<file path="src/rtl/alu_share_if.sv">
// Bundle of the two requester channels, the two response channels and the ALU
// operand/result wires around alu_share_ctrl.
interface alu_share_if #(
  parameter int W     = 32,
  parameter int FUN_W = 6
);
  // Handshakes: a transfer happens on a rising clk edge where valid and ready
  // are both high. A request may be withdrawn before ready without effect; a
  // response is held with valid high and data stable until its ready is seen.
  logic             req0_valid;
  logic             req0_ready;
  logic [W-1:0]     req0_a;
  logic [W-1:0]     req0_b;
  logic [FUN_W-1:0] req0_fun;
  logic             req0_sign;

  logic             req1_valid;
  logic             req1_ready;
  logic [W-1:0]     req1_a;
  logic [W-1:0]     req1_b;
  logic [FUN_W-1:0] req1_fun;
  logic             req1_sign;

  logic             rsp0_valid;
  logic [W-1:0]     rsp0_z;
  logic             rsp0_ready;

  logic             rsp1_valid;
  logic [W-1:0]     rsp1_z;
  logic             rsp1_ready;

  logic [W-1:0]     alu_a;
  logic [W-1:0]     alu_b;
  logic [FUN_W-1:0] alu_fun;
  logic             alu_sign;
  logic [W-1:0]     alu_z;

  modport slave (
    input  req0_valid, req0_a, req0_b, req0_fun, req0_sign,
    output req0_ready,
    input  req1_valid, req1_a, req1_b, req1_fun, req1_sign,
    output req1_ready,
    output rsp0_valid, rsp0_z,
    input  rsp0_ready,
    output rsp1_valid, rsp1_z,
    input  rsp1_ready,
    output alu_a, alu_b, alu_fun, alu_sign,
    input  alu_z
  );

  modport master (
    output req0_valid, req0_a, req0_b, req0_fun, req0_sign,
    input  req0_ready,
    output req1_valid, req1_a, req1_b, req1_fun, req1_sign,
    input  req1_ready,
    input  rsp0_valid, rsp0_z,
    output rsp0_ready,
    input  rsp1_valid, rsp1_z,
    output rsp1_ready,
    input  alu_a, alu_b, alu_fun, alu_sign,
    output alu_z
  );
endinterface

</file>
<file path="src/rtl/alu_share_ctrl.sv">
// Shares one combinational ALU between the execute stage (req0) and the
// branch/compare unit (req1); one transaction in flight, IDLE -> EXEC -> RESP.
module alu_share_ctrl #(
  parameter int W     = 32,
  parameter int FUN_W = 6,
  parameter bit RR_EN = 1'b1
) (
  input  logic        clk,
  input  logic        reset,
  alu_share_if.slave  bus,
  output logic        busy,
  output logic [1:0]  state_o
);

  localparam logic [1:0] ST_IDLE = 2'd0;
  localparam logic [1:0] ST_EXEC = 2'd1;
  localparam logic [1:0] ST_RESP = 2'd2;

  logic [1:0]       state_q,      state_d;
  logic             last_grant_q, last_grant_d;
  logic             owner_q,      owner_d;
  logic [W-1:0]     alu_a_q,      alu_a_d;
  logic [W-1:0]     alu_b_q,      alu_b_d;
  logic [FUN_W-1:0] alu_fun_q,    alu_fun_d;
  logic             alu_sign_q,   alu_sign_d;
  logic [W-1:0]     result_q,     result_d;

  logic any_valid;
  logic winner;
  logic handshake;
  logic owner_ready;

  // The winner is always ready, so any valid request in IDLE is a handshake.
  always_comb begin
    any_valid = bus.req0_valid | bus.req1_valid;
    winner    = 1'b0;
    if (RR_EN) begin
      if (bus.req0_valid && bus.req1_valid) begin
        winner = ~last_grant_q;
      end else begin
        winner = bus.req1_valid;
      end
    end else begin
      winner = ~bus.req0_valid;
    end
    handshake = (state_q == ST_IDLE) && any_valid && !reset;
  end

  assign bus.req0_ready = handshake && !winner;
  assign bus.req1_ready = handshake && winner;

  assign owner_ready = owner_q ? bus.rsp1_ready : bus.rsp0_ready;

  always_comb begin
    state_d      = state_q;
    last_grant_d = last_grant_q;
    owner_d      = owner_q;
    alu_a_d      = alu_a_q;
    alu_b_d      = alu_b_q;
    alu_fun_d    = alu_fun_q;
    alu_sign_d   = alu_sign_q;
    result_d     = result_q;
    case (state_q)
      ST_IDLE: begin
        if (handshake) begin
          owner_d      = winner;
          last_grant_d = winner;
          alu_a_d      = winner ? bus.req1_a    : bus.req0_a;
          alu_b_d      = winner ? bus.req1_b    : bus.req0_b;
          alu_fun_d    = winner ? bus.req1_fun  : bus.req0_fun;
          alu_sign_d   = winner ? bus.req1_sign : bus.req0_sign;
          state_d      = ST_EXEC;
        end
      end
      ST_EXEC: begin
        // Operands have been stable at the ALU for a full cycle here.
        result_d = bus.alu_z;
        state_d  = ST_RESP;
      end
      ST_RESP: begin
        if (owner_ready) begin
          state_d = ST_IDLE;
        end
      end
      default: begin
        state_d = ST_IDLE;
      end
    endcase
  end

  always_ff @(posedge clk) begin
    if (reset) begin
      state_q      <= ST_IDLE;
      last_grant_q <= 1'b1;
      owner_q      <= 1'b0;
      alu_a_q      <= '0;
      alu_b_q      <= '0;
      alu_fun_q    <= '0;
      alu_sign_q   <= 1'b0;
      result_q     <= '0;
    end else begin
      state_q      <= state_d;
      last_grant_q <= last_grant_d;
      owner_q      <= owner_d;
      alu_a_q      <= alu_a_d;
      alu_b_q      <= alu_b_d;
      alu_fun_q    <= alu_fun_d;
      alu_sign_q   <= alu_sign_d;
      result_q     <= result_d;
    end
  end

  assign bus.alu_a    = alu_a_q;
  assign bus.alu_b    = alu_b_q;
  assign bus.alu_fun  = alu_fun_q;
  assign bus.alu_sign = alu_sign_q;

  // Response data reads as zero whenever its valid is low.
  assign bus.rsp0_valid = (state_q == ST_RESP) && !owner_q;
  assign bus.rsp1_valid = (state_q == ST_RESP) && owner_q;
  assign bus.rsp0_z     = bus.rsp0_valid ? result_q : '0;
  assign bus.rsp1_z     = bus.rsp1_valid ? result_q : '0;

  assign busy    = (state_q != ST_IDLE);
  assign state_o = state_q;

endmodule
</file>
<file path="src/flat_wrapper.sv">
// flat-port wrapper written by rule: the top's interface ports become plain ports
module alu_share_ctrl_flat 
#(
  parameter int W     = 32,
  parameter int FUN_W = 6,
  parameter bit RR_EN = 1'b1
)
  (clk, reset, busy, state_o, bus_req0_valid, bus_req0_a, bus_req0_b, bus_req0_fun, bus_req0_sign, bus_req0_ready, bus_req1_valid, bus_req1_a, bus_req1_b, bus_req1_fun, bus_req1_sign, bus_req1_ready, bus_rsp0_valid, bus_rsp0_z, bus_rsp0_ready, bus_rsp1_valid, bus_rsp1_z, bus_rsp1_ready, bus_alu_a, bus_alu_b, bus_alu_fun, bus_alu_sign, bus_alu_z);
  alu_share_if #(.W(W), .FUN_W(FUN_W)) bus_i ();
  input  logic clk;
  input  logic reset;
  output logic busy;
  output logic [1:0] state_o;
  input wire logic [$bits(bus_i.req0_valid)-1:0] bus_req0_valid;
  input wire logic [$bits(bus_i.req0_a)-1:0] bus_req0_a;
  input wire logic [$bits(bus_i.req0_b)-1:0] bus_req0_b;
  input wire logic [$bits(bus_i.req0_fun)-1:0] bus_req0_fun;
  input wire logic [$bits(bus_i.req0_sign)-1:0] bus_req0_sign;
  output wire logic [$bits(bus_i.req0_ready)-1:0] bus_req0_ready;
  input wire logic [$bits(bus_i.req1_valid)-1:0] bus_req1_valid;
  input wire logic [$bits(bus_i.req1_a)-1:0] bus_req1_a;
  input wire logic [$bits(bus_i.req1_b)-1:0] bus_req1_b;
  input wire logic [$bits(bus_i.req1_fun)-1:0] bus_req1_fun;
  input wire logic [$bits(bus_i.req1_sign)-1:0] bus_req1_sign;
  output wire logic [$bits(bus_i.req1_ready)-1:0] bus_req1_ready;
  output wire logic [$bits(bus_i.rsp0_valid)-1:0] bus_rsp0_valid;
  output wire logic [$bits(bus_i.rsp0_z)-1:0] bus_rsp0_z;
  input wire logic [$bits(bus_i.rsp0_ready)-1:0] bus_rsp0_ready;
  output wire logic [$bits(bus_i.rsp1_valid)-1:0] bus_rsp1_valid;
  output wire logic [$bits(bus_i.rsp1_z)-1:0] bus_rsp1_z;
  input wire logic [$bits(bus_i.rsp1_ready)-1:0] bus_rsp1_ready;
  output wire logic [$bits(bus_i.alu_a)-1:0] bus_alu_a;
  output wire logic [$bits(bus_i.alu_b)-1:0] bus_alu_b;
  output wire logic [$bits(bus_i.alu_fun)-1:0] bus_alu_fun;
  output wire logic [$bits(bus_i.alu_sign)-1:0] bus_alu_sign;
  input wire logic [$bits(bus_i.alu_z)-1:0] bus_alu_z;
  assign bus_i.req0_valid = bus_req0_valid;
  assign bus_i.req0_a = bus_req0_a;
  assign bus_i.req0_b = bus_req0_b;
  assign bus_i.req0_fun = bus_req0_fun;
  assign bus_i.req0_sign = bus_req0_sign;
  assign bus_req0_ready = bus_i.req0_ready;
  assign bus_i.req1_valid = bus_req1_valid;
  assign bus_i.req1_a = bus_req1_a;
  assign bus_i.req1_b = bus_req1_b;
  assign bus_i.req1_fun = bus_req1_fun;
  assign bus_i.req1_sign = bus_req1_sign;
  assign bus_req1_ready = bus_i.req1_ready;
  assign bus_rsp0_valid = bus_i.rsp0_valid;
  assign bus_rsp0_z = bus_i.rsp0_z;
  assign bus_i.rsp0_ready = bus_rsp0_ready;
  assign bus_rsp1_valid = bus_i.rsp1_valid;
  assign bus_rsp1_z = bus_i.rsp1_z;
  assign bus_i.rsp1_ready = bus_rsp1_ready;
  assign bus_alu_a = bus_i.alu_a;
  assign bus_alu_b = bus_i.alu_b;
  assign bus_alu_fun = bus_i.alu_fun;
  assign bus_alu_sign = bus_i.alu_sign;
  assign bus_i.alu_z = bus_alu_z;
  alu_share_ctrl #(.W(W), .FUN_W(FUN_W), .RR_EN(RR_EN)) u_core (.clk(clk), .reset(reset), .bus(bus_i), .busy(busy), .state_o(state_o));
endmodule
</file>
<file path="config.mk">
export PLATFORM = sky130hd
export DESIGN_NAME = alu_share_ctrl_flat
export DESIGN_NICKNAME = d
export VERILOG_FILES = /design/src/rtl/alu_share_if.sv /design/src/rtl/alu_share_ctrl.sv /design/src/flat_wrapper.sv
export SDC_FILE = /design/constraint.sdc
export NUM_CORES = 1
export LEC_CHECK = 0
export ABC_AREA = 0
export CAP_MARGIN = 30
export CELL_PAD_IN_SITES_DETAIL_PLACEMENT = 1
export CELL_PAD_IN_SITES_GLOBAL_PLACEMENT = 2
export CORE_ASPECT_RATIO = 0.7
export CORE_UTILIZATION = 17
export CTS_CLUSTER_DIAMETER = 50
export DETAILED_ROUTE_END_ITERATION = 10
export GPL_ROUTABILITY_DRIVEN = 0
export HOLD_SLACK_MARGIN = 0.03
export PLACE_DENSITY_LB_ADDON = 0.1
export SYNTH_ARGS = -nofsm -noshare
export SYNTH_HDL_FRONTEND = slang
export SYNTH_SLANG_ARGS = --single-unit
</file>
<file path="constraint.sdc">
create_clock -name clk -period 1.4 [get_ports clk]
set_input_delay 0.14 -clock clk [delete_from_list [all_inputs] [get_ports clk]]
set_output_delay 0.14 -clock clk [all_outputs]
set_load 0.005 [all_outputs]
</file>
==> results.json, run 1 <==
{
  "grt.total_usage_pct": 17.6,
  "comb_power_share_pct": 31.4,
  "power.internal_uw": 6370,
  "r2r_slack_ns": -0.25,
  "cts_tree": "built",
  "overflow": 0,
  "clock-sinks": 107,
  "finClkSkew_ns": 0.0118,
  "wire_per_inst_um": 21.1,
  "grt_max_degree": 60,
  "clock_latency_ns": 0.37,
  "drc": 0,
  "final_cells": 1240,
  "layout_setup_ws_ns": -0.390,
  "rr_startpoint": "u_core.state_o[0]",
  "p_leak_uw": 0.00467,
  "cts_root_buf": "clkbuf_16",
  "h-tree-depth": 3,
  "clkTransAtPathRegs_ns": 0.07,
  "initial_core_util_pct": 17.6,
  "die_area_um2": 27700,
  "finish.net_count": 1058,
  "worstHoldStart": "bus_alu_z[5]",
  "core_um2": 26100,
  "timing.fmax_ghz": 0.559,
  "ys_ff_latch": 107,
  "timing.rr.end": "u_core.bus.alu_b[4]",
  "slew_viol_final": 0,
  "yosysWarnings": 0,
  "hold_depth": 3,
  "outcome": "finished with violations",
  "fin_util_pct": 39.4,
  "fill_cells": 2883,
  "vias": 5448,
  "cts_max_path_buffers": 2,
  "max_slew_margin_pct": 60.6,
  "synth_edf_count": 0,
  "maxCapViolations": 0,
  "area_growth_pct": 124,
  "grt_pass1_wl_um": 36200,
  "synthArstFlopShare_pct": 0,
  "drt_first_pass_iters": 4,
  "hold_buffers": 0,
  "timing.final.hold_violations": 0,
  "min_period_ns": 1.79,
  "start_kind": "flop",
  "violations": "negative setup slack",
  "num_rows": 49,
  "setup_violations": 141,
  "ys.flop_type": "dfxtp_1",
  "io_pins": 322,
  "p_sw_uw": 2480,
  "design_area_um2": 10300,
  "wl_um": 26200,
  "worstPathArrival_ns": 1.65,
  "cp_max_fo": 7,
  "vdd_drop_max_mv": 0.489,
  "post-dp-hpwl_um": 15300,
  "antenna_found_initial": 0,
  "syn_nets": 684,
  "netlist_area_um2": 4590,
  "ys_types": 28,
  "critPathKind": "flop to primary output",
  "dp_cells": 1161,
  "hold_path_class": "input port to flop",
  "die_h_um": 139,
  "fin_crit_sh_pct": 128,
  "ant_nets": 0,
  "power.share.sequential_pct": 39.8,
  "first_global_vias": 5740,
  "via_per_inst": 4.39,
  "p_per_area_nw_per_um2": 860,
  "p_sw_share_pct": 28.0,
  "port_buffers": 321,
  "tns_ns": -34.81,
  "power_frac_clock_pct": 28.8,
  "grt_setup_unrepaired": "yes",
  "ys_seq_area_share_pct": 46.7,
  "hold_path_end": "u_core.result_q[5]",
  "drtIter0Drc": 195,
  "r2r_cells": 9,
  "cts_buffers": 9,
  "drive_above_1_share_pct": 33.4,
  "dpl-instance-area_um2": 8330,
  "tightest_slew_ns": 0.592,
  "die_w_um": 198,
  "cp.required_ns": 1.26,
  "synth_area_per_cell_um2": 9.11,
  "cp-end-kind": "primary output",
  "synth_cells": 504
}
[Yosys cell counts (all sizes together), types with 2 or more instances]
cell	n	share of area, %
o21ai	10	1.1
nand2b	2	0.27
nor2	3	0.25
clkbuf	26	2.1
buf	26	4.1
nand4	10	1.4
nor3	3	0.33
nand2	65	5.3
and3	62	8.4
dfxtp	107	47
nand3	10	1.1
and2	65	8.9
a21oi	35	3.9
a221o	61	13
a31oi	10	1.4
[flip-flops by register name, summed over array words and instances (netlist names)]
name / flops
u_core.result_q: 32
u_core.bus.alu_b: 32
u_core.state_o: 2
u_core.bus.alu_fun: 6
u_core.owner_q: 1
u_core.bus.alu_a: 32
u_core.last_grant_q: 1
u_core.bus.alu_sign: 1
[through the flow]
stage / hold slack, ns / total power, uW / setup WS (ns)
after global placement: 0.457 / 5540 / -0.384
after detailed placement: 0.460 / 5580 / -0.488
final: 0.322 / 8850 / -0.390
after floorplan: 0.276 / 4220 / 0.0336
after global routing: 0.320 / 9290 / -0.447
after CTS: 0.299 / 8720 / -0.490
[timing repair]
action	CTS	global route
gates resized for setup	447	135
gates cloned	14	14
pin swaps	32	56
endpoints found under the setup margin	160	180
endpoints found under the hold margin	0	0
buffers inserted	32	14
[worst max-delay path, stage by stage (launching register included)]
cell and delay (ns):
dfxtp_4 0.38, and3b_2 0.25, buf_6 0.15, buf_16 0.14
buf_12 0.12, and2_4 0.14, buf_6 0.10
[cell type report]
type / instances / area, um^2 / share of cell area (%)
diodes: 1 / 2.50 / 0.0243
clock buffers: 12 / 256 / 2.49
clock inverters: 3 / 22.5 / 0.219
inverters: 1 / 11.3 / 0.109
multi-input cells: 344 / 2500 / 24.3
flip-flops and latches: 107 / 2170 / 21.1
well taps: 357 / 447 / 4.34
repair buffers: 415 / 4880 / 47.4
[cell usage in the layout, fill, tap and decap left out, drive strengths merged]
master           n
a211o            1
a21boi           1
a21oi           35
a221o           61
a31oi           10
and2            65
and3            62
and3b            1
buf            153
bufbuf           1
clkbuf          22
clkdlybuf4s50  208
clkinv           2
dfxtp          107
diode            1
dlygate4sd2     16
dlymetal6s2s    27
inv              2
mux2i            1
nand2           65
nand2b           2
nand3           10
nand3b           1
nand4           10
nor2             3
nor2b            1
nor3             3
nor3b            1
o21ai           10
or2              1
[power by group through the flow]
stage | Sequential [uW] | Combinational (uW) | Clock, uW
5_1_grt | 3570 | 2950 | 2770
6_report | 3530 | 2780 | 2550
3_3_place_gp | 3570 | 1970 | 0
3_5_place_dp | 3570 | 2000 | 0
2_1_floorplan | 3560 | 665 | 0
4_1_cts | 3520 | 2540 | 2660
[worst max-delay path by stage]
stage | start | endpoint | slack (ns) | depth (start not counted)
final | u_core.state_o[0] | bus_rsp1_z[9] | -0.39 | 6
after global routing | u_core.state_o[1] | bus_rsp0_z[10] | -0.45 | 7
after CTS | u_core.state_o[0] | bus_rsp1_z[8] | -0.49 | 6
after detailed placement | bus_req0_valid | u_core.bus.alu_b[3] | -0.49 | 5
after global placement | bus_req1_valid | bus_req1_ready | -0.38 | 5
after floorplan | u_core.state_o[1] | u_core.bus.alu_b[27] | 0.03 | 5
[metal layers]
metal / GRT usage, % / up-vias / part of all wire, %
met5: 0 / - / 0
met4: 4.57 / 0 / 1.5
met3: 4.99 / 23 / 5.9
met2: 28.5 / 174 / 46
met1: 22.8 / 2667 / 47
li1: - / 2584 / -
[kinds of logic after synthesis]
family	Yosys count	synth area share, %
AO/OA/AOI/OAI	118	20.1
buffers and inverters	53	6.32
flip-flops	107	46.7
multiplexers	1	0.218
AND/OR/NAND/NOR	225	26.7
Note: power is estimated with default switching activity, not from simulation.
==> inputs of run 2 (changes only) <==
CORE_MARGIN = 5   (was default)
SETUP_SLACK_MARGIN = 0.02   (was default)
==> run 2 against run 1 <==
Compared with the run above:
- the flow still finishes with violations (negative setup slack)
- combinational power decreased by 2%
- global-route usage decreased by 0.45 points
- utilization down 1.3 points
- sequential power about the same
- clock skew down 0.0054 ns
- register-to-register slack about the same
- worst setup slack got worse by 0.0026 ns
- wire length rose by 5.7%
- design area shrank 1.3%
- power rose by 1.4%
- non-clock buffer count shrank 20
- via count barely moved
- largest cell class unchanged
- largest power group unchanged
==> results.json, run 2 (synthesized netlist as in run 1, its figures left out) <==
{
  "start_kind": "flop",
  "layout_commonest_cell": "clkdlybuf4s50_1",
  "die_h_um": 147,
  "fin_crit_sh_pct": 128,
  "clock_latency_ns": 0.36,
  "cts_root_buf": "clkbuf_16",
  "grt.total_usage_pct": 17.1,
  "vias": 5451,
  "ant_nets": 0,
  "hold_buffers": 0,
  "overflow": 0,
  "worstPathArrival_ns": 1.65,
  "drc": 0,
  "p_leak_uw": 0.00447,
  "post-dp-hpwl_um": 17200,
  "design_area_um2": 10200,
  "antenna_found_initial": 2,
  "finClkSkew_ns": 0.00639,
  "fill_cells": 2953,
  "grt_setup_unrepaired": "yes",
  "num_rows": 50,
  "dpl-instance-area_um2": 8280,
  "area_growth_pct": 121,
  "final_cell_mix": "186 x clkdlybuf4s50_1, 93 x dfxtp_1, 63 x buf_6, 61 x a221o_1, 57 x dlygate4sd2_1",
  "clkTransAtPathRegs_ns": 0.07,
  "initial_core_util_pct": 17.2,
  "timing.final.hold_violations": 0,
  "cp.required_ns": 1.26,
  "drtIter0Drc": 217,
  "cp_max_fo": 6,
  "wl_um": 27700,
  "wire_per_inst_um": 22.5,
  "hold_path_class": "input port to flop",
  "tns_ns": -35.38,
  "setup_violations": 171,
  "die_w_um": 206,
  "timing.fmax_ghz": 0.558,
  "vdd_drop_max_mv": 0.505,
  "cts_max_path_buffers": 2,
  "core_um2": 26700,
  "final_cells": 1230,
  "drt_first_pass_iters": 4,
  "max_slew_margin_pct": 54.3,
  "cp-end-kind": "primary output",
  "grt_pass1_wl_um": 39300,
  "layout_setup_ws_ns": -0.393,
  "drive_above_1_share_pct": 36.3,
  "grt_max_degree": 47,
  "io_pins": 322,
  "die_area_um2": 30400,
  "first_global_vias": 5867,
  "finish.net_count": 1038,
  "dp_cells": 1162,
  "p_total_uw": 8980,
  "port_buffers": 321,
  "maxCapViolations": 0,
  "p_per_area_nw_per_um2": 884,
  "via_per_inst": 4.43,
  "cts_buffers": 9,
  "outcome": "finished with violations",
  "tightest_slew_ns": 0.685,
  "slew_viol_final": 0,
  "violations": "negative setup slack",
  "critPathKind": "flop to primary output",
  "h-tree-depth": 3,
  "clock-sinks": 107,
  "cts_tree": "built",
  "min_period_ns": 1.79,
  "r2r_slack_ns": -0.25
}
-- run 2: timing repair --
action,CTS,global route
setup buffers,24,5
endpoints found under the setup margin,206,186
endpoints found under the hold margin,0,0
pin swaps,44,34
cloned,24,5
gates resized for setup,501,125
-- run 2: critical path, cell delays in order, from the launching register on --
cell     delay [ns]
dfxtp_4        0.37
nor3b_4        0.22
buf_12         0.14
buf_8          0.11
buf_16         0.11
buf_8          0.11
and2_4         0.14
buf_6          0.08
-- run 2: metrics by stage --
stage	util [%]	hold WS, ns	setup slack (ns)
finish	38.1	0.332	-0.393
global route	38.1	0.317	-0.483
CTS	36.8	0.302	-0.439
detailed placement	31.1	0.467	-0.508
global placement	31.1	0.452	-0.370
floorplan	-	0.276	0.0336
-- run 2: per-layer routing --
metal | part of all wire [%] | track usage (%) | routed length (um) | up-vias
li1 | - | - | - | 2560
met4 | 1.4 | 4.29 | 393 | 2
met1 | 46 | 22.6 | 12800 | 2691
met2 | 45 | 26.9 | 12600 | 170
met3 | 7.0 | 5.92 | 1950 | 28
met5 | 0.072 | 0 | 20 | -
-- run 2: where the power goes --
| part | leakage [uW] | switching (uW) | internal [uW] | total [uW] |
|---|---|---|---|---|
| sequential | 0.000885 | 186 | 3340 | 3520 |
| clock | 0.000146 | 1230 | 1490 | 2730 |
| combinational | 0.00344 | 1100 | 1630 | 2730 |
-- run 2: area by class of cell --
type | instances | area [um^2] | area share (%)
Sequential cell | 107 | 2160 | 21.3
Multi-Input combinational cell | 344 | 2740 | 27.0
Antenna cell | 3 | 7.51 | 0.0739
Timing Repair Buffer | 395 | 4470 | 44.1
Inverter | 1 | 3.75 | 0.0370
Tap cell | 364 | 455 | 4.49
Clock inverter | 3 | 46.3 | 0.456
Clock buffer | 13 | 260 | 2.56
-- run 2: final timing paths --
kind | startpoint | end | cells after the start
max | u_core.state_o[0] | bus_rsp0_z[21] | 7
max reg2reg | u_core.state_o[0] | u_core.bus.alu_fun[0] | 8
min | bus_alu_z[31] | u_core.result_q[31] | 3
min reg2reg | u_core.bus.alu_fun[3] | u_core.bus.alu_fun[3] | 1
